**config.mk**
```make
export PLATFORM = sky130hd
export DESIGN_NAME = fetch_align
export DESIGN_NICKNAME = d
export VERILOG_FILES = /design/src/rtl/fetch_align.sv
export SDC_FILE = /design/constraint.sdc
export NUM_CORES = 1
export LEC_CHECK = 0
export CORE_AREA = 3 3 336 338
export DETAILED_ROUTE_END_ITERATION = 10
export DIE_AREA = 0 0 339 341
export GPL_TIMING_DRIVEN = 0
export PLACE_DENSITY = 0.39
export SYNTH_ARGS = -nofsm -noshare
export SYNTH_HDL_FRONTEND = slang
export SYNTH_SLANG_ARGS = --single-unit
```
**constraint.sdc**
```tcl
create_clock -name CLK -period 11 [get_ports CLK]
set_clock_uncertainty 0.1 [all_clocks]
set_input_delay 1.65 -clock CLK [delete_from_list [all_inputs] [get_ports CLK]]
set_output_delay 1.65 -clock CLK [all_outputs]
set_load 0.1 [all_outputs]
```
**src/rtl/fetch_align.sv**
```systemverilog
// Fetch stage: requests 16-byte I-cache lines and presents an 8-byte window
// at the current PC to the instruction buffer as tagged byte records.
module fetch_align #(
    parameter logic [31:0] RESET_PC   = 32'h0000_FFF0,
    parameter int          LINE_BYTES = 16
) (
    input  logic         CLK,
    input  logic         reset,
    output logic         ic_req,
    output logic [31:0]  ic_addr,
    input  logic         ic_rdy,
    input  logic [127:0] ic_line,
    input  logic         ib_ready,
    input  logic         redirect,
    input  logic [31:0]  redir_tgt,
    input  logic         redir_ex,
    input  logic         bp_taken,
    input  logic [31:0]  bp_tgt,
    output logic [77:0]  b0,
    output logic [77:0]  b1,
    output logic [77:0]  b2,
    output logic [77:0]  b3,
    output logic [77:0]  b4,
    output logic [77:0]  b5,
    output logic [77:0]  b6,
    output logic [77:0]  b7,
    output logic         fetch_not_ready,
    output logic [3:0]   fetch_width,
    output logic         page_bound
);

    typedef enum logic [1:0] {
        ST_REQ,
        ST_WAIT,
        ST_DELIVER,
        ST_HOLD
    } state_t;

    localparam logic [4:0] LINE_SZ = 5'(LINE_BYTES);

    state_t         state;
    logic [31:0]    pc;
    logic [3:0]     fetch_id;
    logic           ex_flag;
    logic           squash;
    logic [127:0]   line_buf;

    logic [3:0]     off;
    logic           pb_w;
    logic [3:0]     width_w;
    logic [31:0]    step;
    logic [31:0]    next_pc_seq;
    logic           delivering;
    logic           win_valid;

    assign off         = pc[3:0];
    assign pb_w        = off > 4'd8;
    assign width_w     = pb_w ? 4'(LINE_SZ - {1'b0, off}) : 4'd8;
    assign step        = pb_w ? {28'b0, width_w} : 32'd8;
    assign next_pc_seq = pc + step;
    assign delivering  = (state == ST_DELIVER) || (state == ST_HOLD);
    assign win_valid   = delivering && !reset;

    // Slots past the line end replicate slot 0; the consumer ignores them.
    function automatic logic [77:0] make_rec(
        input logic [2:0]   k,
        input logic [3:0]   o,
        input logic [31:0]  base_pc,
        input logic [127:0] line,
        input logic [3:0]   fid,
        input logic         ex,
        input logic         bpt,
        input logic [31:0]  tgt
    );
        logic [4:0]  idx;
        logic [3:0]  sel;
        logic [31:0] bpc;
        idx = {1'b0, o} + {2'b0, k};
        sel = idx[4] ? o : idx[3:0];
        bpc = idx[4] ? base_pc : base_pc + {29'b0, k};
        return {ex, bpt, tgt, fid, bpc, line[{sel, 3'b000} +: 8]};
    endfunction

    always_ff @(posedge CLK) begin
        if (reset) begin
            state    <= ST_REQ;
            pc       <= RESET_PC;
            fetch_id <= 4'd0;
            ex_flag  <= 1'b0;
            squash   <= 1'b0;
            line_buf <= '0;
        end else if (redirect) begin
            pc       <= redir_tgt;
            fetch_id <= fetch_id + 4'd1;
            ex_flag  <= redir_ex;
            state    <= ST_REQ;
            // A request still in flight must have its response dropped later.
            squash   <= (state == ST_WAIT) ? (!ic_rdy || squash) : (squash && !ic_rdy);
        end else begin
            if (squash && ic_rdy) begin
                squash <= 1'b0;
            end
            case (state)
                ST_REQ: begin
                    state <= ST_WAIT;
                end
                ST_WAIT: begin
                    if (ic_rdy && !squash) begin
                        line_buf <= ic_line;
                        state    <= ST_DELIVER;
                    end
                end
                ST_DELIVER, ST_HOLD: begin
                    if (ib_ready) begin
                        ex_flag <= 1'b0;
                        if (bp_taken) begin
                            pc       <= bp_tgt;
                            fetch_id <= fetch_id + 4'd1;
                            state    <= ST_REQ;
                        end else begin
                            pc    <= next_pc_seq;
                            state <= (next_pc_seq[31:4] != pc[31:4]) ? ST_REQ : ST_DELIVER;
                        end
                    end else begin
                        state <= ST_HOLD;
                    end
                end
                default: state <= ST_REQ;
            endcase
        end
    end

    assign ic_req          = (state == ST_REQ) && !reset && !redirect;
    assign ic_addr         = {pc[31:4], 4'b0000};
    assign fetch_not_ready = !win_valid || redirect;
    assign page_bound      = win_valid && pb_w;
    assign fetch_width     = win_valid ? width_w : 4'd0;

    assign b0 = win_valid ? make_rec(3'd0, off, pc, line_buf, fetch_id, ex_flag, bp_taken, bp_tgt) : '0;
    assign b1 = win_valid ? make_rec(3'd1, off, pc, line_buf, fetch_id, ex_flag, bp_taken, bp_tgt) : '0;
    assign b2 = win_valid ? make_rec(3'd2, off, pc, line_buf, fetch_id, ex_flag, bp_taken, bp_tgt) : '0;
    assign b3 = win_valid ? make_rec(3'd3, off, pc, line_buf, fetch_id, ex_flag, bp_taken, bp_tgt) : '0;
    assign b4 = win_valid ? make_rec(3'd4, off, pc, line_buf, fetch_id, ex_flag, bp_taken, bp_tgt) : '0;
    assign b5 = win_valid ? make_rec(3'd5, off, pc, line_buf, fetch_id, ex_flag, bp_taken, bp_tgt) : '0;
    assign b6 = win_valid ? make_rec(3'd6, off, pc, line_buf, fetch_id, ex_flag, bp_taken, bp_tgt) : '0;
    assign b7 = win_valid ? make_rec(3'd7, off, pc, line_buf, fetch_id, ex_flag, bp_taken, bp_tgt) : '0;

endmodule
```
==> qor.csv <==
stage;metric;value;unit
placement;place_inst;5441;
placement;hpwl;147000;um
placement;port_buffers;857;
min_path;min-delay-start;squash$_SDFFE_PP0P_;
logic_synthesis;synth_warnings;0;
global_routing;grt_pass1_vias;25972;
worst_setup_path;cp_slowest_cell;clkdlybuf4s50_1;
cts;cts_inserted_buffers;17;
worst_setup_path;regToRegSetupSlack;6.02;ns
cts;cts.hold.buffers_added;0;
cts;path_clk_slew;0.08;ns
sta;finalCritPeriodShare;79.7;%
worst_setup_path;cp_num_buf_inv;6;
logic_synthesis;ys_async_sr_fraction;0;%
job;cap_violations;0;
worst_setup_path;r2r-start;pc[0]$_SDFFE_PP0P_;
cells_and_area;nFillCells;12384;
worst_setup_path;r2r_cells;12;
floorplan;fp.dieArea;0.116;sq mm
floorplan;ios;862;
cts;clockRootBuffer;clkbuf_16;
sta;rsz0062_at_grt;no;
worst_setup_path;crit_path_start_kind;primary input;
power;power.leakage;11.0;nW
worst_setup_path;crit_path_max_fanout;10;
worst_setup_path;crit_chain;clkdlybuf4s50_1, nor2b_1, clkbuf_1, clkbuf_1, clkbuf_1, and2_1, buf_4, clkdlybuf4s50_1;
run_status;status;finished, final reports clean;
cts;cts_tree;built;
sta;hold_viol_final;0;
sta;setup_viol_count_final;0;
sta;period_minus_slack;8.77;ns
floorplan;row_count;122;
worst_setup_path;cp_common_cell;clkbuf_1;
global_routing;grt-ovfl-total;0;
worst_setup_path;slowest_delay;1.20;ns
drt;postRouteWirelength;186000;um
worst_setup_path;crit_type;in2out;
floorplan;core;0.110;sq mm
cells_and_area;final_area;0.0315;sq mm
drt;via_per_inst;5.04;
cts;insertion_delay;0.50;ns
cts;post_cts_buffers;0;
global_routing;grt_max_degree;22;
cells_and_area;syn2layout_area_growth;54.8;%
power;total_power;2.34;mW
power;powerDensity;74.3;mW/mm^2
global_routing;grt_pass1_wl;243000;um
logic_synthesis;synth.avg_cell_area;6.58;sq um
cts;cts_buffer_depth;2;
cts;cts_max_level;4;
drt;drc_errors;0;
min_path;holdCritPathClass;reg2reg;
drt;vias;27648;
sta;slew_headroom;1.40;%
power;ir_drop;0.120;mV
drt;drt_first_pass_iters;6;
floorplan;dieWidth;339;um
global_routing;antenna_found_initial;25;
logic_synthesis;synth_area;0.0204;sq mm
logic_synthesis;synth.yosys.seq_area_share;16.5;%
sta;finalSetupTns;0;ns
min_path;min_path_cells;2;
sta;worstMarginPinSlew;1.48;ns
cells_and_area;drive_above_1_share;12.3;%
cells_and_area;layout.cells.non_filler;5482;
min_path;min_to;squash$_SDFFE_PP0P_;
logic_synthesis;synth_cell_types;84;
placement;place.gp.congestion;1.01;
worst_setup_path;r2r-end;pc[29]$_SDFFE_PP0P_;
logic_synthesis;synth_edf_count;0;
worst_setup_path;crit_required;9.25;ns
worst_setup_path;endpoint_kind;output port;
worst_setup_path;arrival;7.02;ns
worst_setup_path;crit_family;buffers and inverters;
floorplan;initial_core_util;18.4;%
cts;cts.sinks;168;
floorplan;die_h;341;um
sta;max_freq;0.114;GHz
sta;whs;0.376;ns
drt;antenna_left;0;
drt;wl_per_cell;33.9;um
sta;slew_viol_final;0;
logic_synthesis;synth-main-ff-cell;dfxtp_1;
drt;dr.first_iter.drc_count;3491;
global_routing;grt_usage;30.6;%
placement;post_dp_cell_area;0.0308;sq mm
cts;postCtsResizedCells;0;
logic_synthesis;synth_seq_cells;168;
logic_synthesis;syn_inst;3091;
cells_and_area;finish.net_count;4179;
-- how the worst max path moves through the flow --
stage	cells after the start	slack (ns)	from	to
6_report	8	2.23	reset	b3[58]
3_5_place_dp	8	2.06	reset	b1[61]
5_1_grt	8	2.01	reset	b5[57]
3_3_place_gp	8	2.10	reset	b1[61]
2_1_floorplan	12	3.56	pc[0]$_SDFFE_PP0P_	b7[6]
4_1_cts	8	2.06	reset	b1[61]
-- power breakdown --
group	switching, mW	internal (mW)
combinational	0.660	0.278
sequential	0.0777	0.627
clock	0.380	0.317
-- flip-flops by register name, indices dropped and copies added (netlist names) --
register,cells
pc,32
fetch_id,4
ex_flag,1
line_buf,128
state,2
squash,1
-- metrics by stage --
stage,setup WS [ns],utilization (%)
final,2.23,28.5
after global routing,2.01,28.5
after CTS,2.06,28.5
after detailed placement,2.06,27.9
after global placement,2.10,27.9
after floorplan,3.56,-
-- cells by family after synthesis --
family	Yosys count	synth area share, %
and+or+nand+nor	1528	34.0
other	1	0.0184
adders and majority gates	8	0.492
xor gates and xnor gates	76	3.31
muxes	172	12.5
AOI/OAI and AO/OA	543	16.0
DFF	168	16.5
buffers and inverters	595	17.0
-- worst register-to-register path, delay by kind of cell (launching register included) --
kind,cells,cell delay (ns)
compound gates,2,1.27
fa+ha+maj,1,0.48
buf+inv,5,1.91
flops,1,0.31
mux,1,0.34
simple gates,3,0.44
-- area by class of cell --
cell class / count / area (sq um) / area share [%]
clock inverter: 15 / 216 / 0.687
sequential: 168 / 3360 / 10.7
clock buffer: 17 / 425 / 1.35
tap: 1488 / 1860 / 5.91
buffer: 572 / 3380 / 10.7
multi-input combinational: 2331 / 13500 / 43.0
antenna: 9 / 22.5 / 0.0715
inverter: 23 / 86.3 / 0.274
timing repair buffer: 859 / 8610 / 27.3
-- metal layers --
metal | global-route usage [%] | part of all wire, % | wire length, um | vias up
met5 | 0 | 0.0059 | 11 | -
met4 | 15.3 | 5.7 | 10600 | 2
met3 | 5.60 | 7.7 | 14300 | 377
met2 | 52.8 | 48 | 89600 | 1736
met1 | 36.3 | 38 | 71300 | 13452
li1 | - | - | - | 12081
-- cells in the mapped netlist, drive strengths merged (4+ instances only) --
cell | n | area [sq um]
o221ai | 5 | 43.8
a221oi | 14 | 123
or2 | 5 | 31.3
a22o | 6 | 52.6
buf | 373 | 2630
o32ai | 7 | 61.3
mux2 | 15 | 169
a21oi | 236 | 1180
nor2 | 201 | 754
and2 | 160 | 1000
a31o | 4 | 35.0
or3 | 27 | 169
a311oi | 4 | 35.0
mux2i | 92 | 921
a31oi | 62 | 394
a21boi | 4 | 33.8
nand2 | 780 | 2930
o21ai | 99 | 499
nand3b | 4 | 30.0
a22oi | 4 | 30.0
a32oi | 8 | 70.1
dfxtp | 168 | 3360
nor3 | 46 | 230
o21a | 5 | 37.5
o311ai | 4 | 35.0
xor2 | 25 | 219
mux4 | 65 | 1460
o31ai | 6 | 45.0
ha | 8 | 100
o22ai | 13 | 81.3
nor2b | 11 | 71.3
nand3 | 172 | 861
inv | 20 | 75.1
nand4 | 56 | 387
clkbuf | 199 | 748
nor4 | 9 | 77.6
o211ai | 12 | 90.1
a21o | 5 | 37.5
and3 | 28 | 175
nand2b | 17 | 114
xnor2 | 51 | 454
a211oi | 23 | 173
-- layout by cell type (no fill, tap or decap), types with 28 or more instances in the layout --
master and n:
clkbuf_1 198, mux4_2 65, nand3_1 172, nand2_1 780
clkdlybuf4s50_1 857, dfxtp_1 168, a21oi_1 236, nand4_1 53
nor2_1 201, nor3_1 46, buf_2 38, a31oi_1 61
xnor2_1 50, mux2i_1 92, and2_1 160, o21ai_0 92
buf_4 314, and3_1 28
(Power assumes the default switching activity.)
